`src/rtl/hacd_pkg.sv`:
```
// Shared Hawk types: upstream write request/ready packets and the AXI
// encodings used by the write master.
package hacd_pkg;

  typedef struct packed {
    logic [63:0]  addr;
    logic [511:0] data;
    logic [63:0]  strb;
    logic         awvalid;
    logic         wvalid;
  } axi_wr_reqpkt_t;

  typedef struct packed {
    logic awready;
    logic wready;
  } axi_wr_rdypkt_t;

  localparam logic [1:0] AXI_BURST_INCR = 2'b01;
  localparam logic [2:0] AXI_SIZE_64B   = 3'b110;
  localparam logic [1:0] AXI_RESP_OKAY  = 2'b00;

  localparam int unsigned LINE_ADDR_W = 58;

  // Cache-line number of a byte address (64-byte lines).
  function automatic logic [LINE_ADDR_W-1:0] line_of(input logic [63:0] addr);
    return addr[63:6];
  endfunction

endpackage

```
`src/rtl/hawk_axi_slot.sv`:
```
// One-entry holding register: loads when pushed while empty, drains on the
// downstream valid/ready handshake. No bypass, so a drain and a load never
// happen in the same cycle.
module hawk_axi_slot #(
  parameter int unsigned WIDTH = 8
) (
  input  logic             clk_i,
  input  logic             rst_ni,
  input  logic             push_i,
  input  logic [WIDTH-1:0] data_i,
  output logic             valid_o,
  input  logic             ready_i,
  output logic [WIDTH-1:0] data_o
);

  logic             full_q, full_d;
  logic [WIDTH-1:0] data_q, data_d;

  always_comb begin
    full_d = full_q;
    data_d = data_q;
    if (full_q) begin
      if (ready_i) full_d = 1'b0;
    end else if (push_i) begin
      full_d = 1'b1;
      data_d = data_i;
    end
  end

  always_ff @(posedge clk_i or negedge rst_ni) begin
    if (!rst_ni) begin
      full_q <= 1'b0;
      data_q <= '0;
    end else begin
      full_q <= full_d;
      data_q <= data_d;
    end
  end

  assign valid_o = full_q;
  assign data_o  = data_q;

endmodule

```
`src/rtl/hawk_axi_wr_mstr.sv`:
```
// Hawk downstream write stage: turns single-line upstream writes into
// single-beat AXI4 INCR writes and tracks them until their B response.
module hawk_axi_wr_mstr
  import hacd_pkg::*;
#(
  parameter int unsigned AXI_ID_WIDTH    = 4,
  parameter int unsigned AXI_ID          = 0,
  parameter int unsigned MAX_OUTSTANDING = 4
) (
  input  logic                    clk_i,
  input  logic                    rst_ni,
  input  axi_wr_reqpkt_t          wr_reqpkt,
  output axi_wr_rdypkt_t          wr_rdypkt,
  output logic [AXI_ID_WIDTH-1:0] m_axi_awid,
  output logic [63:0]             m_axi_awaddr,
  output logic [7:0]              m_axi_awlen,
  output logic [2:0]              m_axi_awsize,
  output logic [1:0]              m_axi_awburst,
  output logic                    m_axi_awvalid,
  input  logic                    m_axi_awready,
  output logic [511:0]            m_axi_wdata,
  output logic [63:0]             m_axi_wstrb,
  output logic                    m_axi_wlast,
  output logic                    m_axi_wvalid,
  input  logic                    m_axi_wready,
  input  logic [AXI_ID_WIDTH-1:0] m_axi_bid,
  input  logic [1:0]              m_axi_bresp,
  input  logic                    m_axi_bvalid,
  output logic                    m_axi_bready,
  output logic                    wr_idle,
  output logic                    wr_err,
  output logic [15:0]             wr_err_cnt
);

  // Handshakes: a transfer happens on a rising edge where valid & ready are
  // both high. Upstream valids are single-cycle pulses and are only legal
  // while the matching ready is high; fabric valids hold until accepted.

  localparam logic [3:0] MAX_OUT = 4'(MAX_OUTSTANDING);

  logic                   aw_ready, w_ready;
  logic                   aw_push, w_push, b_hs;
  logic [LINE_ADDR_W-1:0] aw_line;
  logic [3:0]             out_cnt_q, out_cnt_d;
  logic [3:0]             w_owed_q, w_owed_d;
  logic                   err_q, err_d;
  logic [15:0]            err_cnt_q, err_cnt_d;
  logic                   b_dec;
  logic                   unused_ok;

  assign aw_ready  = ~m_axi_awvalid & (out_cnt_q < MAX_OUT);
  assign w_ready   = ~m_axi_wvalid & (w_owed_q != 4'd0);
  assign wr_rdypkt = '{awready: aw_ready, wready: w_ready};

  assign aw_push = wr_reqpkt.awvalid & aw_ready;
  assign w_push  = wr_reqpkt.wvalid & w_ready;
  assign b_hs    = m_axi_bvalid & m_axi_bready;
  // A B with nothing outstanding is flagged but must not underflow the count.
  assign b_dec   = b_hs & (out_cnt_q != 4'd0);

  hawk_axi_slot #(.WIDTH(LINE_ADDR_W)) u_aw_slot (
    .clk_i   (clk_i),
    .rst_ni  (rst_ni),
    .push_i  (aw_push),
    .data_i  (line_of(wr_reqpkt.addr)),
    .valid_o (m_axi_awvalid),
    .ready_i (m_axi_awready),
    .data_o  (aw_line)
  );

  hawk_axi_slot #(.WIDTH(576)) u_w_slot (
    .clk_i   (clk_i),
    .rst_ni  (rst_ni),
    .push_i  (w_push),
    .data_i  ({wr_reqpkt.data, wr_reqpkt.strb}),
    .valid_o (m_axi_wvalid),
    .ready_i (m_axi_wready),
    .data_o  ({m_axi_wdata, m_axi_wstrb})
  );

  always_comb begin
    out_cnt_d = out_cnt_q;
    if (aw_push && !b_dec)      out_cnt_d = out_cnt_q + 4'd1;
    else if (!aw_push && b_dec) out_cnt_d = out_cnt_q - 4'd1;

    w_owed_d = w_owed_q;
    if (aw_push && !w_push)      w_owed_d = w_owed_q + 4'd1;
    else if (!aw_push && w_push) w_owed_d = w_owed_q - 4'd1;

    err_d     = err_q;
    err_cnt_d = err_cnt_q;
    if (b_hs) begin
      if (m_axi_bresp != AXI_RESP_OKAY || out_cnt_q == 4'd0) err_d = 1'b1;
      if (m_axi_bresp != AXI_RESP_OKAY && err_cnt_q != 16'hFFFF)
        err_cnt_d = err_cnt_q + 16'd1;
    end
  end

  always_ff @(posedge clk_i or negedge rst_ni) begin
    if (!rst_ni) begin
      out_cnt_q <= 4'd0;
      w_owed_q  <= 4'd0;
      err_q     <= 1'b0;
      err_cnt_q <= 16'd0;
    end else begin
      out_cnt_q <= out_cnt_d;
      w_owed_q  <= w_owed_d;
      err_q     <= err_d;
      err_cnt_q <= err_cnt_d;
    end
  end

  assign m_axi_awid    = AXI_ID_WIDTH'(AXI_ID);
  assign m_axi_awaddr  = {aw_line, 6'b0};
  assign m_axi_awlen   = 8'd0;
  assign m_axi_awsize  = AXI_SIZE_64B;
  assign m_axi_awburst = AXI_BURST_INCR;
  assign m_axi_wlast   = 1'b1;
  assign m_axi_bready  = 1'b1;

  assign wr_idle    = ~m_axi_awvalid & ~m_axi_wvalid & (out_cnt_q == 4'd0) & (w_owed_q == 4'd0);
  assign wr_err     = err_q;
  assign wr_err_cnt = err_cnt_q;

  // bid is deliberately ignored; low address bits are dropped by line alignment.
  assign unused_ok = ^{m_axi_bid, wr_reqpkt.addr[5:0]};

  // Upstream must not pulse while the matching ready is low.
  a_aw_legal: assert property (@(posedge clk_i) disable iff (!rst_ni)
                               wr_reqpkt.awvalid |-> aw_ready);
  a_w_legal:  assert property (@(posedge clk_i) disable iff (!rst_ni)
                               wr_reqpkt.wvalid |-> w_ready);

endmodule

```
`config.mk`:
```
export PLATFORM = sky130hd
export DESIGN_NAME = hawk_axi_wr_mstr
export DESIGN_NICKNAME = d
export VERILOG_FILES = /design/src/rtl/hacd_pkg.sv /design/src/rtl/hawk_axi_slot.sv /design/src/rtl/hawk_axi_wr_mstr.sv
export SDC_FILE = /design/constraint.sdc
export NUM_CORES = 1
export LEC_CHECK = 0
export BUFFER_PORTS_ARGS = -buffer_cell sky130_fd_sc_hd__buf_2
export CAP_MARGIN = 20
export CORE_AREA = 3 3 511 513
export DETAILED_ROUTE_END_ITERATION = 16
export DIE_AREA = 0 0 514 516
export GPL_ROUTABILITY_DRIVEN = 1
export GPL_TIMING_DRIVEN = 0
export PLACE_DENSITY = 0.3
export SLEW_MARGIN = 0
export SYNTH_ARGS = -nofsm -noshare
export SYNTH_HDL_FRONTEND = slang
export SYNTH_HIERARCHICAL = 1
export SYNTH_SLANG_ARGS = --single-unit
```
`constraint.sdc`:
```
create_clock -name clk_i -period 5.8 [get_ports clk_i]
set_clock_uncertainty 0.15 [all_clocks]
set_input_delay 0.29 -clock clk_i [delete_from_list [all_inputs] [get_ports clk_i]]
set_output_delay 0.29 -clock clk_i [all_outputs]
set_load 0.05 [all_outputs]
```
==> flow_summary.yaml <==
placed_design:
  placed_cell_area_um2: 39200
  place.gp.congestion: 0.806
  place_hpwl_um: 131000
  io_buffer_count: 1298
sta:
  slew_violations: 0
  worstMarginPinSlew_ns: 0.661
  setup_violations: 0
  fmax_mhz: 304
  period_minus_slack_ns: 3.29
  finalHoldViolCount: 0
  slew_headroom_pct: 55.9
  period_share_pct: 56.7
  rsz0062_at_grt: "false"
  fin_tns_setup_ns: 0
global_routing:
  grt_pass1_vias: 23300
  grt-ovfl-total: 0
  antenna_found_initial: 108
  grtUsageTotal_pct: 11.5
  grt_max_degree: 101
  grt_pass1_wl_um: 211000
critical_path:
  critPathCaptureType: "register"
  r2r_start: "out_cnt_q[3]"
  critPathMaxFanout: 5
  cp-start-kind: "register"
  r2r_setup_slack_ns: 2.51
  r2r_cells: 8
  critical_path_class: "reg2reg"
  r2r-end: "out_cnt_q[3]"
  cp.required_ns: 6.22
  arrival_ns: 3.71
  critical_path.endpoint: "out_cnt_q[3]"
  crit_start: "out_cnt_q[3]"
route:
  route.vias.total: 21300
  drc: 0
  wirelength_um: 159000
  drt_pass1_iterations: 5
  routedWlPerCell_um: 22.5
  drt_iter0_markers: 753
  ant_nets: 0
  drt-vias-per-instance: 3.02
cells_and_area:
  final-seq-area_um2: 16500
  fillers: 28100
  area_delta_synth_final_pct: 72.8
  final_cell_mix: "1,297 x buf_2, 661 x dfrtp_1, 644 x dlygate4sd3_1"
  fin_area_um2: 48600
  drive_gt1_share_pct: 59.6
  final_common_cell: "buf_2"
  multi_input_area_um2: 10200
  fin_nets: 4244
power:
  seqPwrFrac_pct: 25.5
  swShare_pct: 50.2
  leakagePower_nw: 22.6
  p_sw_w: 0.0167
  pwr_density_cell_nw_per_um2: 685
  irDropWorstVdd_uv: 333
  p_comb_share_pct: 57.6
  pwr-share-clk_pct: 16.9
  internal_power_w: 0.0166
synth:
  async_flop_share_pct: 100
  synth-edff-count: 0
  yosysSeqAreaShare_pct: 58.8
  avgSynthCellArea_um2: 18.5
  yosysUniqueCellTypes: 41
  synthFlopType: "dfrtp_1"
  ys_seq_elements: 661
  synthCells: 1518
  syn_area_um2: 28100
  yosys_warnings: 6
floorplanning:
  pin_count: 1334
  die_w_um: 514
  start_util_pct: 11.0
  core-area_um2: 257000
  rows: 186
  die-area_um2: 265000
  die_height_um: 516
clock_tree:
  clk_pin_slew_ns: 0.05
  clockBufferDepth: 3
  cts_buffers: 89
  h-tree-depth: 3
  cts_tree: "yes"
  insertion_delay_ns: 0.71
  cts-resized-gates: 0
  ctsHoldBuffers: 645
  cts-root-buf: "clkbuf_16"
  postCtsSetupRepairBufs: 0
  clock_sinks: 661
job:
  maxCapViolCount: 0
status:
  outcome: "finished, final reports clean"
hold_path:
  hold_path.class: "in2reg"
==> through the flow <==
step / cells / hold slack (ns) / total power, W / worst slack [ns] / utilization (%)
floorplan: 1541 / -0.156 / 0.0220 / 2.74 / -
global placement: 6223 / 0.291 / 0.0276 / -12.57 / 15.2
detailed placement: 6230 / 0.0729 / 0.0276 / 2.39 / 15.3
CTS: 7027 / 0.0269 / 0.0340 / 2.37 / 18.9
global route: 7042 / 0.108 / 0.0348 / 2.29 / 18.9
finish: 7061 / 0.141 / 0.0333 / 2.51 / 18.9
==> power by group through the flow <==
stage	clock network (W)	logic, W	registers [W]
after floorplan	0	0.00557	0.0164
after CTS	0.00594	0.0195	0.00853
final	0.00564	0.0192	0.00848
after global routing	0.00609	0.0199	0.00883
after global placement	0	0.0191	0.00856
after detailed placement	0	0.0190	0.00854
==> cell usage after synthesis (all sizes together) (2+ instances only) <==
cell type    n  area share (%)
nor3        12            0.21
buf         97             5.2
xor2         9            0.28
mux2i        2           0.071
a21o         3           0.080
ha           7            0.31
nor4         4            0.14
a31oi        2           0.044
a21oi        4           0.071
inv          3           0.040
o31ai        2           0.053
and3         2           0.044
dfrtp      661              59
a2111oi      2           0.062
nand4        6            0.16
nor2b        2           0.080
fa           2            0.14
or4          3           0.080
nand2       18            0.24
o21ai        5           0.089
clkbuf       3           0.040
conb         2           0.027
nor2         9            0.13
nand3        5           0.089
xnor2        8            0.25
mux2       638              33
==> metal layers <==
layer	GRT usage [%]	routed length (µm)
met1	14.4	66600
met2	18.4	71800
met3	4.57	16200
met4	2.96	3810
met5	0	391
==> worst min path at each step <==
stage | startpoint | end | slack [ns] | cells past startpoint
global route | wr_reqpkt[0] | w_owed_q[3] | 0.11 | 6
detailed placement | rst_ni | u_w_slot/data_o[420] | 0.07 | 1
global placement | wr_err | wr_err | 0.29 | 1
CTS | wr_reqpkt[0] | w_owed_q[3] | 0.03 | 6
finish | wr_reqpkt[0] | w_owed_q[3] | 0.14 | 6
floorplan | rst_ni | out_cnt_q[0] | -0.16 | 0
==> final cells by class <==
type	instances	share of cell area, %
flip-flops and latches	661	34.0
repair buffers	1950	27.1
multi-input cells	777	20.9
well taps	3384	8.71
clock buffers	132	5.29
plain buffers	100	3.05
clock inverters	20	0.687
diodes	34	0.175
inverters	3	0.0232
==> registers in the layout, indices dropped and copies added, names as in the netlist <==
| register | cells |
|---|---|
| out_cnt_q | 4 |
| u_aw_slot/data_o | 58 |
| u_aw_slot/valid_o | 1 |
| u_w_slot/data_o | 576 |
| u_w_slot/valid_o | 1 |
| w_owed_q | 4 |
| wr_err | 1 |
| wr_err_cnt | 16 |
==> critical path, stage by stage (launching register included) <==
cell       delay [ns]
dfrtp_1          0.43
or4_1            0.75
nand2_1          0.36
ha_1             0.28
inv_1            0.12
ha_1             0.29
a21o_1           0.21
a2111oi_0        0.43
o31ai_1          0.13
==> cells by family (layout without fill, tap and decap cells) <==
kind of cell             count (synthesis)  in the layout  share of synthesized area (%)
flip-flops                             661            661                           58.8
AND/OR/NAND/NOR                         67             67                           1.34
other                                    2             59                         0.0267
buffers and inverters                  103           2205                           5.32
multiplexers                           640            640                           33.1
adder cells (fa/ha/maj)                  9              9                          0.454
AO/OA/AOI/OAI                           19             19                          0.440
XOR/XNOR                                17             17                          0.529
Power figures use the tool's default switching activity.
